<file path="src/rtl/position_ring_scheduler.sv">
// position_ring_scheduler
//
// Sequences one timestep loop of the position ring. It broadcasts a node
// command (dispatch) and the BRAM bank select (double_buffer) to every ring
// node. It watches the nodes' wired-AND/OR completion flags to decide when a
// neighbor batch has finished circulating. It then advances batches and
// timesteps, and aborts a run when a batch overstays its watchdog budget.
//
// Ports:
//   clk            rising-edge clock
//   reset          asynchronous, active-low; clears all state immediately
//   start          begin a run (honoured only in IDLE, and only without abort)
//   abort          synchronous abort request, effective in any busy state
//   num_steps      timesteps per run, latched on accepted start (0 means 1)
//   done_batch     per-node reference stream exhausted
//   done_all       per-node neighbor cell exhausted
//   in_flight      per-node particle currently on a ring link
//   dispatch       node command: 11 clear, 01 load batch, 10 run/hold
//   double_buffer  node BRAM bank select; persists across runs
//   busy           high in every state except IDLE
//   step_done      one-cycle pulse per completed timestep
//   run_done       one-cycle pulse when the last timestep completes
//   error          sticky watchdog flag, cleared by the next accepted start
//   step_count     timesteps completed this run
//   batch_count    load dispatches issued this run
module position_ring_scheduler #(
  parameter int NNODES    = 8,
  parameter int TIMEOUT   = 4096,
  parameter int FLUSH_CYC = 2
) (
  input  logic              clk,
  input  logic              reset,
  input  logic              start,
  input  logic              abort,
  input  logic [15:0]       num_steps,
  input  logic [NNODES-1:0] done_batch,
  input  logic [NNODES-1:0] done_all,
  input  logic [NNODES-1:0] in_flight,
  output logic [1:0]        dispatch,
  output logic              double_buffer,
  output logic              busy,
  output logic              step_done,
  output logic              run_done,
  output logic              error,
  output logic [15:0]       step_count,
  output logic [15:0]       batch_count
);

  localparam int WD_W = $clog2(TIMEOUT + 1);
  localparam int HD_W = (FLUSH_CYC > 1) ? $clog2(FLUSH_CYC) : 1;
  localparam logic [WD_W-1:0] WD_LAST = WD_W'(TIMEOUT - 1);
  localparam logic [HD_W-1:0] HD_LAST = HD_W'(FLUSH_CYC - 1);

  localparam logic [1:0] DISP_CLEAR = 2'b11;
  localparam logic [1:0] DISP_LOAD  = 2'b01;
  localparam logic [1:0] DISP_RUN   = 2'b10;

  typedef enum logic [2:0] {
    S_IDLE, S_CLEAR, S_LOAD, S_RUN, S_FLUSH, S_HOLD, S_SWAP, S_ABORT
  } state_t;

  state_t            state_q, state_d;
  logic [15:0]       num_q, num_d;
  logic [WD_W-1:0]   wd_q, wd_d;
  logic [HD_W-1:0]   hold_q, hold_d;
  logic [1:0]        dispatch_q, dispatch_d;
  logic              dbuf_q, dbuf_d;
  logic              busy_q, busy_d;
  logic              step_done_q, step_done_d;
  logic              run_done_q, run_done_d;
  logic              error_q, error_d;
  logic [15:0]       step_q, step_d;
  logic [15:0]       batch_q, batch_d;

  logic              batch_exit;
  logic              all_done;
  logic [15:0]       step_inc;

  // A batch is finished once every node has drained its reference stream
  // and no particle is still travelling between nodes.
  assign batch_exit = (&done_batch) && !(|in_flight);
  assign all_done   = &done_all;
  assign step_inc   = step_q + 16'd1;

  always_comb begin
    state_d     = state_q;
    num_d       = num_q;
    wd_d        = wd_q;
    hold_d      = hold_q;
    dbuf_d      = dbuf_q;
    step_done_d = 1'b0;
    run_done_d  = 1'b0;
    error_d     = error_q;
    step_d      = step_q;
    batch_d     = batch_q;

    case (state_q)
      S_IDLE: begin
        if (start && !abort) begin
          state_d = S_CLEAR;
          num_d   = (num_steps == 16'd0) ? 16'd1 : num_steps;
          step_d  = 16'd0;
          batch_d = 16'd0;
          error_d = 1'b0;
        end
      end
      S_CLEAR: state_d = S_LOAD;
      S_LOAD:  state_d = S_RUN;
      S_RUN: begin
        wd_d = wd_q + 1'b1;
        // wd_q is zero only in the first RUN cycle, where node flags still
        // reflect the pre-load state and must not be trusted.
        if ((wd_q != '0) && batch_exit) begin
          state_d = all_done ? S_FLUSH : S_LOAD;
        end else if (wd_q == WD_LAST) begin
          error_d = 1'b1;
          state_d = S_ABORT;
        end
      end
      S_FLUSH: begin
        state_d = S_HOLD;
        hold_d  = '0;
      end
      S_HOLD: begin
        if (hold_q == HD_LAST) state_d = S_SWAP;
        else                   hold_d  = hold_q + 1'b1;
      end
      S_SWAP: begin
        dbuf_d      = ~dbuf_q;
        step_d      = step_inc;
        step_done_d = 1'b1;
        if (step_inc == num_q) begin
          run_done_d = 1'b1;
          state_d    = S_IDLE;
        end else begin
          state_d = S_CLEAR;
        end
      end
      S_ABORT: state_d = S_IDLE;
      default: state_d = S_IDLE;
    endcase

    // Abort wins over everything, including a completing SWAP: the bank is
    // not flipped and the step is not counted.
    if (abort && (state_q != S_IDLE)) begin
      state_d     = S_ABORT;
      dbuf_d      = dbuf_q;
      step_d      = step_q;
      step_done_d = 1'b0;
      run_done_d  = 1'b0;
    end

    if (state_d == S_LOAD) begin
      batch_d = batch_q + 16'd1;
      wd_d    = '0;
    end

    // Outputs are registered from the next state so each state's command
    // is on the wire during the very cycle that state is occupied.
    case (state_d)
      S_CLEAR, S_ABORT: dispatch_d = DISP_CLEAR;
      S_LOAD, S_FLUSH:  dispatch_d = DISP_LOAD;
      default:          dispatch_d = DISP_RUN;
    endcase
    busy_d = (state_d != S_IDLE);
  end

  always_ff @(posedge clk or negedge reset) begin
    if (!reset) begin
      state_q     <= S_IDLE;
      num_q       <= 16'd1;
      wd_q        <= '0;
      hold_q      <= '0;
      dispatch_q  <= DISP_RUN;
      dbuf_q      <= 1'b0;
      busy_q      <= 1'b0;
      step_done_q <= 1'b0;
      run_done_q  <= 1'b0;
      error_q     <= 1'b0;
      step_q      <= 16'd0;
      batch_q     <= 16'd0;
    end else begin
      state_q     <= state_d;
      num_q       <= num_d;
      wd_q        <= wd_d;
      hold_q      <= hold_d;
      dispatch_q  <= dispatch_d;
      dbuf_q      <= dbuf_d;
      busy_q      <= busy_d;
      step_done_q <= step_done_d;
      run_done_q  <= run_done_d;
      error_q     <= error_d;
      step_q      <= step_d;
      batch_q     <= batch_d;
    end
  end

  assign dispatch      = dispatch_q;
  assign double_buffer = dbuf_q;
  assign busy          = busy_q;
  assign step_done     = step_done_q;
  assign run_done      = run_done_q;
  assign error         = error_q;
  assign step_count    = step_q;
  assign batch_count   = batch_q;

endmodule

</file>
<file path="config.mk">
export PLATFORM = sky130hd
export DESIGN_NAME = position_ring_scheduler
export DESIGN_NICKNAME = d
export VERILOG_FILES = /design/src/rtl/position_ring_scheduler.sv
export SDC_FILE = /design/constraint.sdc
export NUM_CORES = 1
export LEC_CHECK = 0
export CORE_MARGIN = 5
export CORE_UTILIZATION = 46
export DETAILED_ROUTE_END_ITERATION = 16
export HOLD_SLACK_MARGIN = 0.12
export PLACE_DENSITY = 0.79
export SYNTH_ARGS = -nofsm -noshare
export SYNTH_HDL_FRONTEND = slang
export SYNTH_SLANG_ARGS = --single-unit
</file>
<file path="constraint.sdc">
create_clock -name clk -period 3.6 [get_ports clk]
set_clock_uncertainty 0.1 [all_clocks]
set_input_delay 0.72 -clock clk [delete_from_list [all_inputs] [get_ports clk]]
set_output_delay 0.72 -clock clk [all_outputs]
set_load 0.01 [all_outputs]
</file>
# == Word-level counts from Yosys, hierarchy flattened ==
# Index checks and enable logic that the tools add are counted.
# op_classes
reduce_logical,27
multipliers,0
shift,0
n_div,0
eq_ne,16
addsub,4
n_bitwise,2
n_mux,27
n_lt_le_gt_ge,0
# op_table
operator,count
$mux W16,4
$add A16 B1 Y16 const B,2
$pmux W16 S2,1
$mux W13,2
$pmux W3 S8,1
$eq A3 B3 Y1 const B,6
$mux W3,6
$eq A16 B16 Y1,1
$logic_not A16 Y1,1
$reduce_and A8 Y1,2
$add A13 B1 Y13 const B,1
$eq A13 B12 Y1 const B,1
$reduce_bool A13 Y1,1
$reduce_bool A2 Y1,6
$mux W1,10
$eq A3 B2 Y1 const B,3
$reduce_or A8 Y1,1
$eq A3 B1 Y1 const B,2
$ne A2 B2 Y1 const B,3
$reduce_and A2 Y1,3
$reduce_bool A3 Y1,2
$logic_and A1 B1 Y1,4
$pmux W1 S2,2
$pmux W2 S2,1
7 further kinds,10
# totals
output_inout_bits,39
romBits,0
latch_bits,0
n_memories,0
register_bits,72
mem_bits_rw,0

# == Depth between registers and ports, before layout ==
# Gate-level depths: netlist of run 1.
# logic_depth
ltp_word,10
mapped_depth,11
mapped_depth_nobuf,9

# == Worst setup path before layout of run 1 ==
# No wires, ideal clock.
# synth_timing
path_kind,input port to flip-flop
from,input in_flight[0]
to,"register batch_q[9], in the netlist batch_count[9]"
required_ns,3.375
path_buffers,1
slack_ns,0.809
setup_ns,0.125
stages,8
arrival_time_ns,2.566
path_cell_list,nor4b_1 nand4_1 or2_1 a221o_1 nor3_4 buf_6 mux2i_1 mux2_2
# synth_between
elab_chain_len,10
elab_cells_between_ends,12
# synth_rtl
item,line_no,text
from (decl),38,"input logic [NNODES-1:0] in_flight,"
$reduce_or A8 Y1 *,81,assign batch_exit = (&done_batch) && !(|in_flight);
$logic_not A1 Y1 *,81,
$logic_and A1 B1 Y1 *,81,
$logic_and A1 B1 Y1 *,113,if ((wd_q != '0) && batch_exit) begin
$mux W3 *,113,
$pmux W3 S8 *,97,case (state_q)
$mux W3 *,145,if (abort && (state_q != S_IDLE)) begin
$eq A3 B2 Y1 *,153,if (state_d == S_LOAD) begin
$reduce_bool A2 Y1 (no source line),--,
$reduce_and A2 Y1 (no source line),--,
to (signal assigned),194,batch_q <= batch_d;
to (decl),73,"logic [15:0] batch_q, batch_d;"
# Every way passes the cells marked *; elsewhere a longest branch is shown, timed or not.
# A chain may end at the register's enable or synchronous reset.

# == Worst setup path in the final report of run 1 ==
# Same ends and word-level chain as after synthesis.

==> reports/metrics.cfg, run 1 <==
[sta]
setup_slack_ns = 0.5311
finalWorstPathRequiredPeriod_ns = 3.069
max_slew.worst_pin.slew_ns = 0.5496
setup_repair_after_global_routing_missed_its_margin = false
final-hold-violation-count = 0
timing.setup.tns_ns = 0
final_min_period_over_clock_period_pct = 85.25
finalSetupViolations = 0
max_freq_mhz = 325.8
worst_slew_margin_rel_pct = 63.02
maxSlewViolCount = 0

[floorplan]
core_area_um2 = 8763
initial_core_utilization_pct = 47.29
ioPinCount = 83
die_h_um = 104.9
placementRows = 34
die_area_um2 = 11010
chipWidth_um = 104.9

[clocking]
ctsResizeCount = 0
clk_latency_ns = 0.35
number_of_buffers_created_by_cts = 9
clock-sinks = 72
h-tree-depth = 3
cts.reportedPaths.clkPinSlew_ns = 0.08
root_buffer = sky130_fd_sc_hd__clkbuf_8
postCtsSetupBuffers = 0
ctsHoldBuffers = 0
cts_tree = built
cts_max_path_buffers = 2

[pwr]
vdd_drop_max_mv = 0.2738
power_per_cell_area_nw_per_um2 = 577.3
cellLeakagePower_uw = 0.002291

[synth]
ys_warn_count = 0
synth_unique_cells = 60
ys_seq_area_share_pct = 43.54
mappedNetlistArea_um2 = 4144
synth_compound_gate_area_share_pct = 12.47
synthXorXnorAreaFrac_pct = 8.967
synth.largest_area_cell = sky130_fd_sc_hd__dfrtp_1
ys.flop_type = sky130_fd_sc_hd__dfrtp_1
yosysMostFrequentCell = sky130_fd_sc_hd__nand2_1
synthesis.area_per_instance_um2 = 9.108
ys_async_sr_fraction_pct = 100.0
syn-instance-count = 455
synthTopCellsByCount = 86 x sky130_fd_sc_hd__nand2_1, 70 x sky130_fd_sc_hd__dfrtp_1, 44 x sky130_fd_sc_hd__nor2_1
synth_fa_ha_area_share_pct = 1.208
synth-simple-area-share_pct = 26.93
synth.mux.area_fraction_pct = 2.808
combinational_family_with_the_most_area_after_synthesis = simple AND/OR/NAND/NOR gates
synth_fp_nets = 503
postSynthRegisterBits = 72
synth-edff-count = 0
netlist_top_cells_area = sky130_fd_sc_hd__dfrtp_1 42%, sky130_fd_sc_hd__nand2_1 7.8%, sky130_fd_sc_hd__xnor2_1 5.1%
post-synth-top-area-fraction_pct = 42.27

[run_status]
status = complete, no violations

[setup_path]
worst_setup_path_start_kind = primary input
cp-end-kind = flop
critical_path.cell_chain = clkdlybuf4s50_1, nor4b_1, nand4_1, or2_1, a221o_1, nor3_4, buf_12, mux2i_1, mux2_2
worstPathArrival_ns = 3.21
timing.setup.critical_path_class = primary input to flop
slowest_cp_cell = sky130_fd_sc_hd__a221o_1
path_delay_family = simple AND/OR/NAND/NOR gates
worst-endpoint-required_ns = 3.74
path_buf_inv = 2
critical_path.max_stage_delay_ns = 0.43
path_max_fanout = 29

[global_route]
initial_antenna_violation_count = 0
global_route.usage.met1_pct = 24.04
overflow = 0
grt.total_usage_pct = 19.19
met2_capacity_usage_during_global_routing_pct = 32.15
grt_busiest_layer = met2
met3_usage_pct = 5.549
first_pass_grt_wire_length_um = 17330
grt_pass1_vias = 3533
grt_max_degree = 73

[finish]
fill_cells = 738
layout_nets = 582
multi_input_area_um2 = 2171
area.growth.synth_to_final_pct = 27.02
ratio_of_cells_with_drive_above_1_in_the_final_layout_pct = 8.905
seqCellArea_um2 = 1804
num_antenna_cells = 0
post-route-util_pct = 60.07
postLayoutCellArea_um2 = 5264

[worst_hold_path]
hold_path.class = primary input to asynchronous set/reset pin

[placement]
io_buffers = 82
detailed_place.area_um2 = 5041
dp.final_hpwl_um = 7554
gpl.final_weighted_congestion = 0.8479
preCtsSetupSlack_ns = 0.1884

[run]
max-cap-violations = 0

[route]
drtPass1Iterations = 4
routed_via_density = 5.638
detail_route.iter0.violations = 190
drt-wirelength-per-cell_um = 16.15
ant_nets = 0
final_routed_drc_violation_total = 0
finalWirelength_um = 10450
vias = 3648

-- cells in the final DEF (no fill, tap or decap), drive strengths merged, types with 4 or more instances in the layout --
cell	Yosys	routed
nand2	87	87
clkdlybuf4s50	0	81
dfrtp	70	70
nor2	46	46
o21ai	28	28
xnor2	25	25
nand3	21	21
xor2	14	14
and3	13	13
nand4	12	12
clkbuf	11	11
a21oi	10	10
nor3	10	10
a31oi	9	9
nor4	9	9
buf	11	9
inv	8	8
a221o	8	8
mux2i	6	6
or2	6	6
mux2	5	5
o31ai	5	5
ha	4	4
-- flip-flops by register name, indices dropped and copies added (netlist names), 2 cells and up --
signal	flops
dispatch	2
num_q	16
state_q	3
batch_count	16
wd_q	13
step_count	16
-- report_power, final --
| group | leakage [µW] | total (µW) | switching [µW] | internal (µW) |
|---|---|---|---|---|
| Clock | 0.000110 | 721 | 312 | 409 |
| Sequential | 0.000954 | 1220 | 219 | 997 |
| Combinational | 0.00123 | 1100 | 563 | 539 |
-- cell type report --
class / instances / share of cell area [%]
Multi-Input combinational cell: 353 / 41.24
Sequential cell: 72 / 34.28
Timing Repair Buffer: 90 / 17.11
Clock buffer: 11 / 2.686
Tap cell: 108 / 2.567
Clock inverter: 5 / 1.545
Inverter: 8 / 0.5705
-- per-layer routing --
layer	share of wire [%]	vias to the layer above
met2	51	118
li1	-	1762
met3	6.0	21
met4	2.0	0
met1	41	1747
met5	0	-
-- worst register-to-register path, stage by stage (launching register included) --
cell and delay [ns]:
sky130_fd_sc_hd__dfrtp_1 0.49, sky130_fd_sc_hd__ha_1 0.38, sky130_fd_sc_hd__nand2_4 0.12, sky130_fd_sc_hd__nor3_4 0.32
sky130_fd_sc_hd__a21oi_2 0.05, sky130_fd_sc_hd__a41o_1 0.22, sky130_fd_sc_hd__or4_4 0.52, sky130_fd_sc_hd__o41ai_4 0.44
sky130_fd_sc_hd__xnor2_1 0.11
-- metrics by stage --
step / power (µW) / cells / hold slack (ns)
2_1_floorplan: 1941 / 455 / 0.3244
3_3_place_gp: 2270 / 631 / 0.3604
3_5_place_dp: 2319 / 631 / 0.3774
4_1_cts: 3056 / 647 / 0.2937
5_1_grt: 3232 / 647 / 0.2976
6_report: 3039 / 647 / 0.2652
-- path summary, 6_finish.rpt --
| check | depth (start not counted) | slack (ns) | to | startpoint |
|---|---|---|---|---|
| min | 2 | 0.27 | step_count[5] | reset |
| max in group asynchronous | 2 | 2.76 | num_q[0] | reset |
| min reg2reg | 1 | 0.38 | double_buffer | double_buffer |
| min in group clk | 1 | 0.38 | double_buffer | double_buffer |
| max reg2reg | 8 | 0.72 | dispatch[0] | step_count[0] |
| max | 9 | 0.53 | batch_count[9] | in_flight[0] |
-- kinds of logic after synthesis --
group,Yosys count
buf+inv,30
simple gates,223
mux,11
fa+ha+maj,4
flops,72
xor+xnor,40
compound gates,75
Note: power is estimated with default switching activity, not from simulation.
==> run 2, diff against run 1 <==
- CORE_ASPECT_RATIO: default -> 1.75
- CTS_CLUSTER_DIAMETER: default -> 40
==> reports/metrics.cfg, run 2 (same netlist as run 1, synthesis figures left out) <==
[setup_path]
critical_path.reg2reg.endpoint = dispatch[0]
setup.worst_path.start = in_flight[0]
critical_path.max_stage_delay_ns = 0.43  ; about the same
cp-end-kind = flop
worst_setup_path_start_kind = primary input
r2r_cells = 8  ; unchanged
timing.setup.critical_path_class = primary input to flop
r2r_start = step_count[0]
ff2ff_setup_slack_ns = 0.67  ; -0.05 ns
critical_path.cell_chain = clkdlybuf4s50_1, nor4b_1, nand4_1, or2_1, a221o_1, nor3_4, nor2_2, a221o_1
worstPathArrival_ns = 3.31  ; +0.10 ns
path_max_fanout = 9  ; -69%
slowest_cp_cell = sky130_fd_sc_hd__a221o_1
worst-endpoint-required_ns = 3.71  ; -0.03 ns
timing.critical_path.mode_cell = sky130_fd_sc_hd__a221o_1

[clocking]
ctsHoldBuffers = 0  ; unchanged
cts.reportedPaths.clkPinSlew_ns = 0.06  ; -0.02 ns
cts_tree = built
postCtsSetupBuffers = 0  ; unchanged
cts_max_path_buffers = 2  ; unchanged
ctsResizeCount = 0  ; unchanged
clock-sinks = 72  ; unchanged
h-tree-depth = 3  ; unchanged
clk_latency_ns = 0.33  ; -0.02 ns
number_of_buffers_created_by_cts = 9  ; unchanged
root_buffer = sky130_fd_sc_hd__clkbuf_16

[finish]
num_antenna_cells = 0  ; unchanged
seqCellArea_um2 = 1804  ; unchanged
layout_nets = 584  ; +0.34%
final_common_cell = sky130_fd_sc_hd__nand2_1
commonest_non_fill_non_tap_cells_in_the_layout = 86 x sky130_fd_sc_hd__nand2_1, 81 x sky130_fd_sc_hd__clkdlybuf4s50_1, 70 x sky130_fd_sc_hd__dfrtp_1
postLayoutCellArea_um2 = 5356  ; +1.8%
ratio_of_cells_with_drive_above_1_in_the_final_layout_pct = 9.242  ; +0.34 points
final_cell_count_no_fill = 661  ; +2.2%
multi_input_area_um2 = 2171  ; unchanged
fill_cells = 764  ; +3.5%
area.growth.synth_to_final_pct = 29.26

[floorplan]
core_area_um2 = 8921  ; +1.8%
die_area_um2 = 11080  ; +0.68%
placementRows = 46  ; +35%
chipWidth_um = 81.75  ; -22%
initial_core_utilization_pct = 46.45  ; -0.84 points
die_h_um = 135.6  ; +29%
ioPinCount = 83  ; unchanged

[placement]
dp.final_hpwl_um = 7954  ; +5.3%
preCtsSetupSlack_ns = 0.04076  ; -0.1476 ns
gpl.final_weighted_congestion = 0.8525  ; +0.54%
placed_cells_incl_taps = 645  ; +2.2%
detailed_place.area_um2 = 5071  ; +0.60%
io_buffers = 82  ; unchanged

[global_route]
grt.total_usage_pct = 20.92  ; +1.7 points
first_pass_grt_wire_length_um = 18060  ; +4.2%
grt_pass1_vias = 3810  ; +7.8%
overflow = 0  ; unchanged
grt_max_degree = 46  ; -37%
initial_antenna_violation_count = 0  ; unchanged

[sta]
final_min_period_over_clock_period_pct = 88.96  ; +3.7 points
finalSetupViolations = 0  ; unchanged
finalWorstPathRequiredPeriod_ns = 3.202  ; +0.1335 ns
max_freq_mhz = 312.3  ; -4.2%
final-hold-violation-count = 0  ; unchanged
worst_slew_margin_rel_pct = 56.89  ; -6.1 points
setup_repair_after_global_routing_missed_its_margin = false
setup_slack_ns = 0.3976  ; -0.1335 ns
max_slew.worst_pin.slew_ns = 0.6467  ; +0.09712 ns
timing.setup.tns_ns = 0  ; unchanged
maxSlewViolCount = 0  ; unchanged

[worst_hold_path]
hold_path.class = primary input to asynchronous set/reset pin

[route]
ant_nets = 0  ; unchanged
finalWirelength_um = 10520  ; +0.70%
drt-wirelength-per-cell_um = 15.92  ; -1.4%
drtPass1Iterations = 5  ; +1
final_routed_drc_violation_total = 0  ; unchanged
routed_via_density = 5.593  ; -0.80%
vias = 3697  ; +1.3%
detail_route.iter0.violations = 172  ; -9.5%

[pwr]
power_per_cell_area_nw_per_um2 = 594.0  ; +2.9%
cellLeakagePower_uw = 0.002337  ; +2.0%
vdd_drop_max_mv = 0.4035  ; +47%

[run_status]
status = complete, no violations

[run]
max-cap-violations = 0  ; unchanged

[run 2: routing by layer]
metal	part of all wire, %	global-route usage [%]	routed length [µm]	vias to the layer above
met5	0	0	0	-
met4	3.5	9.335	368	0
met3	4.2	4.660	441	30
met2	55	36.54	5791	95
met1	37	23.69	3919	1801
li1	-	-	-	1771
[run 2: worst max-delay path by stage]
stage / endpoint / slack [ns] / cells after the start
floorplan: batch_count[9] / 0.81 / 8
global placement: batch_count[6] / 0.12 / 8
detailed placement: batch_count[7] / 0.04 / 8
CTS: batch_count[7] / 0.38 / 8
global route: batch_count[12] / 0.15 / 8
finish: batch_count[7] / 0.40 / 8
[run 2: power breakdown]
group          total [µW]  switching, µW  internal (µW)  leakage [µW]
Sequential           1220            220           1000      0.000954
Combinational        1120            566            553       0.00124
Clock                 843            324            519      0.000145
[run 2: layout make-up]
cell class              count  share of cell area (%)
clock buffers              13                   5.046
clock inverters             3                  0.2803
inverters                   8                  0.5606
multi-input cells         353                   40.53
flip-flops and latches     72                   33.68
well taps                 120                   2.803
repair buffers             92                   17.10
[run 2: per-stage QoR]
stage / utilization [%] / power [µW] / hold slack [ns]
after floorplan: - / 1941 / 0.3244
after global placement: 56.84 / 2285 / 0.3637
after detailed placement: 56.84 / 2346 / 0.3820
after CTS: 60.04 / 3206 / 0.3277
after global routing: 60.04 / 3392 / 0.3689
final: 60.04 / 3182 / 0.3157
[run 2: worst max-delay path: cells and delay by family]
family	cells	cell delay, ns
buffers and inverters	1	0.40
AO/OA/AOI/OAI	2	0.83
AND/OR/NAND/NOR	5	1.37
==> run 3, diff against run 2 <==
- CORE_ASPECT_RATIO: 1.75 -> 1.4
- SLEW_MARGIN: default -> 20
==> reports/metrics.cfg, run 3 (same netlist as run 1, synthesis figures left out) <==
[run_status]
status = complete, no violations

[setup_path]
path_max_fanout = 43  ; +34
critical_path.reg2reg.endpoint = dispatch[0]
timing.setup.critical_path_class = primary input to flop
worst-endpoint-required_ns = 3.73  ; +0.02 ns
worst_setup_path_start_kind = primary input
ff2ff_setup_slack_ns = 0.72  ; +0.05 ns
timing.critical_path.mode_cell = sky130_fd_sc_hd__a221o_1
path_delay_family = simple AND/OR/NAND/NOR gates
critical_path.cell_chain = clkdlybuf4s50_1, nor4b_1, nand4_1, or2_1, a221o_1, nor3_4, buf_12, nor2_2, a221o_1
critical_path.max_stage_delay_ns = 0.42  ; about the same
slowest_cp_cell = sky130_fd_sc_hd__a221o_1
r2r_cells = 8  ; unchanged
cp-end-kind = flop
r2r_start = step_count[0]
path_buf_inv = 2  ; +1
worstPathArrival_ns = 3.28  ; -0.03 ns

[finish]
commonest_non_fill_non_tap_cells_in_the_layout = 86 x sky130_fd_sc_hd__nand2_1, 81 x sky130_fd_sc_hd__clkdlybuf4s50_1, 70 x sky130_fd_sc_hd__dfrtp_1
layout_nets = 582  ; -0.34%
ratio_of_cells_with_drive_above_1_in_the_final_layout_pct = 9.091  ; -0.15 points
fill_cells = 759  ; -0.65%
num_antenna_cells = 0  ; unchanged
area.growth.synth_to_final_pct = 29.29  ; about the same
multi_input_area_um2 = 2171  ; unchanged
seqCellArea_um2 = 1804  ; unchanged
final_common_cell = sky130_fd_sc_hd__nand2_1

[clocking]
ctsHoldBuffers = 0  ; unchanged
root_buffer = sky130_fd_sc_hd__clkbuf_16
clock-sinks = 72  ; unchanged
cts.reportedPaths.clkPinSlew_ns = 0.06  ; about the same
ctsResizeCount = 0  ; unchanged
cts_max_path_buffers = 2  ; unchanged
cts_tree = built
number_of_buffers_created_by_cts = 9  ; unchanged
h-tree-depth = 3  ; unchanged
postCtsSetupBuffers = 0  ; unchanged
clk_latency_ns = 0.34  ; about the same

[global_route]
grt_max_degree = 44  ; -4.3%
overflow = 0  ; unchanged
grt_pass1_vias = 3733  ; -2.0%
first_pass_grt_wire_length_um = 17940  ; -0.65%
grt.total_usage_pct = 19.84  ; -1.1 points
initial_antenna_violation_count = 0  ; unchanged

[floorplan]
die_area_um2 = 11030  ; -0.44%
placementRows = 41  ; -11%
die_h_um = 122.3  ; -9.8%
core_area_um2 = 8926  ; about the same
initial_core_utilization_pct = 46.43  ; about the same
ioPinCount = 83  ; unchanged
chipWidth_um = 90.22  ; +10%

[sta]
finalWorstPathRequiredPeriod_ns = 3.152  ; -0.05087 ns
setup_repair_after_global_routing_missed_its_margin = false
max_freq_mhz = 317.3  ; +1.6%
maxSlewViolCount = 0  ; unchanged
finalSetupViolations = 0  ; unchanged
max_slew.worst_pin.slew_ns = 0.7959  ; +0.1492 ns
timing.setup.tns_ns = 0  ; unchanged
final-hold-violation-count = 0  ; unchanged
final_min_period_over_clock_period_pct = 87.54  ; -1.4 points
worst_slew_margin_rel_pct = 46.94  ; -9.9 points

[route]
detail_route.iter0.violations = 255  ; +48%
drtPass1Iterations = 5  ; unchanged
final_routed_drc_violation_total = 0  ; unchanged
routed_via_density = 5.732  ; +2.5%
ant_nets = 0  ; unchanged
finalWirelength_um = 10520  ; about the same
drt-wirelength-per-cell_um = 16.29  ; +2.3%
vias = 3703  ; +0.16%

[pwr]
sequentialPowerShare_pct = 36.9  ; -1.4 points
internal_power_uw = 2162  ; +4.3%
cellLeakagePower_uw = 0.002339  ; about the same
power_per_cell_area_nw_per_um2 = 613.6  ; +3.3%
switching_share_pct = 34.24  ; -0.65 points
switching_power_uw = 1126  ; +1.4%
p_clk_share_pct = 29.9  ; +3.4 points
vdd_drop_max_mv = 0.3234  ; -20%
p_total_uw = 3288  ; +3.3%
combinationalPowerShare_pct = 33.2  ; -2.0 points

[placement]
io_buffers = 82  ; unchanged
dp.final_hpwl_um = 7719  ; -3.0%
gpl.final_weighted_congestion = 0.8724  ; +2.3%

[worst_hold_path]
hold_path.class = primary input to asynchronous set/reset pin

[run]
max-cap-violations = 0  ; unchanged

-- run 3: per-stage QoR --
stage | std cells | util, % | hold WS, ns | setup WS (ns) | instance area, µm²
finish | 646 | 60.02 | 0.3622 | 0.4485 | 5358
global route | 646 | 60.02 | 0.4023 | 0.3156 | 5358
CTS | 646 | 60.02 | 0.3744 | 0.4300 | 5358
detailed placement | 630 | 56.32 | 0.3625 | 0.08214 | 5027
global placement | 630 | 56.32 | 0.3625 | 0.1423 | 5027
floorplan | 455 | - | 0.3244 | 0.8088 | 4144
-- run 3: power groups by stage --
stage	clock network (µW)	logic, µW	registers (µW)
global placement	0	1050	1220
finish	981	1090	1210
global route	1030	1210	1250
detailed placement	0	1090	1220
CTS	993	1100	1210
floorplan	0	767	1170
-- run 3: metal layers --
metal  vias up  part of all wire, %  GRT usage (%)
met3        23                  5.1          4.598
met4         0                  2.9          8.845
met5         -                    0              0
met2       118                   53          34.20
li1       1756                    -              -
met1      1806                   39          23.64
-- run 3: worst register-to-register path: stages, from the launching register on --
cell and delay (ns):
sky130_fd_sc_hd__dfrtp_1 0.49, sky130_fd_sc_hd__ha_1 0.37, sky130_fd_sc_hd__nand2_4 0.11, sky130_fd_sc_hd__nor3_4 0.34, sky130_fd_sc_hd__a21oi_2 0.05, sky130_fd_sc_hd__a41o_1 0.21, sky130_fd_sc_hd__or4_4 0.50, sky130_fd_sc_hd__o41ai_4 0.47
sky130_fd_sc_hd__xnor2_1 0.12
-- run 3: worst max-delay path by stage --
stage                  from         endpoint  cells past startpoint
3_5_place_dp   in_flight[0]  batch_count[11]                      9
6_report       in_flight[0]  batch_count[11]                      9
2_1_floorplan  in_flight[0]   batch_count[9]                      8
3_3_place_gp   in_flight[0]   batch_count[6]                      9
4_1_cts        in_flight[0]  batch_count[11]                      9
5_1_grt        in_flight[0]  batch_count[12]                      9
-- run 3: area by class of cell --
cell class,instances,area share (%)
multi-input combinational,353,40.52
timing repair buffer,90,16.58
clock inverter,6,1.705
sequential,72,33.68
clock buffer,10,4.461
inverter,8,0.5605
tap,107,2.499
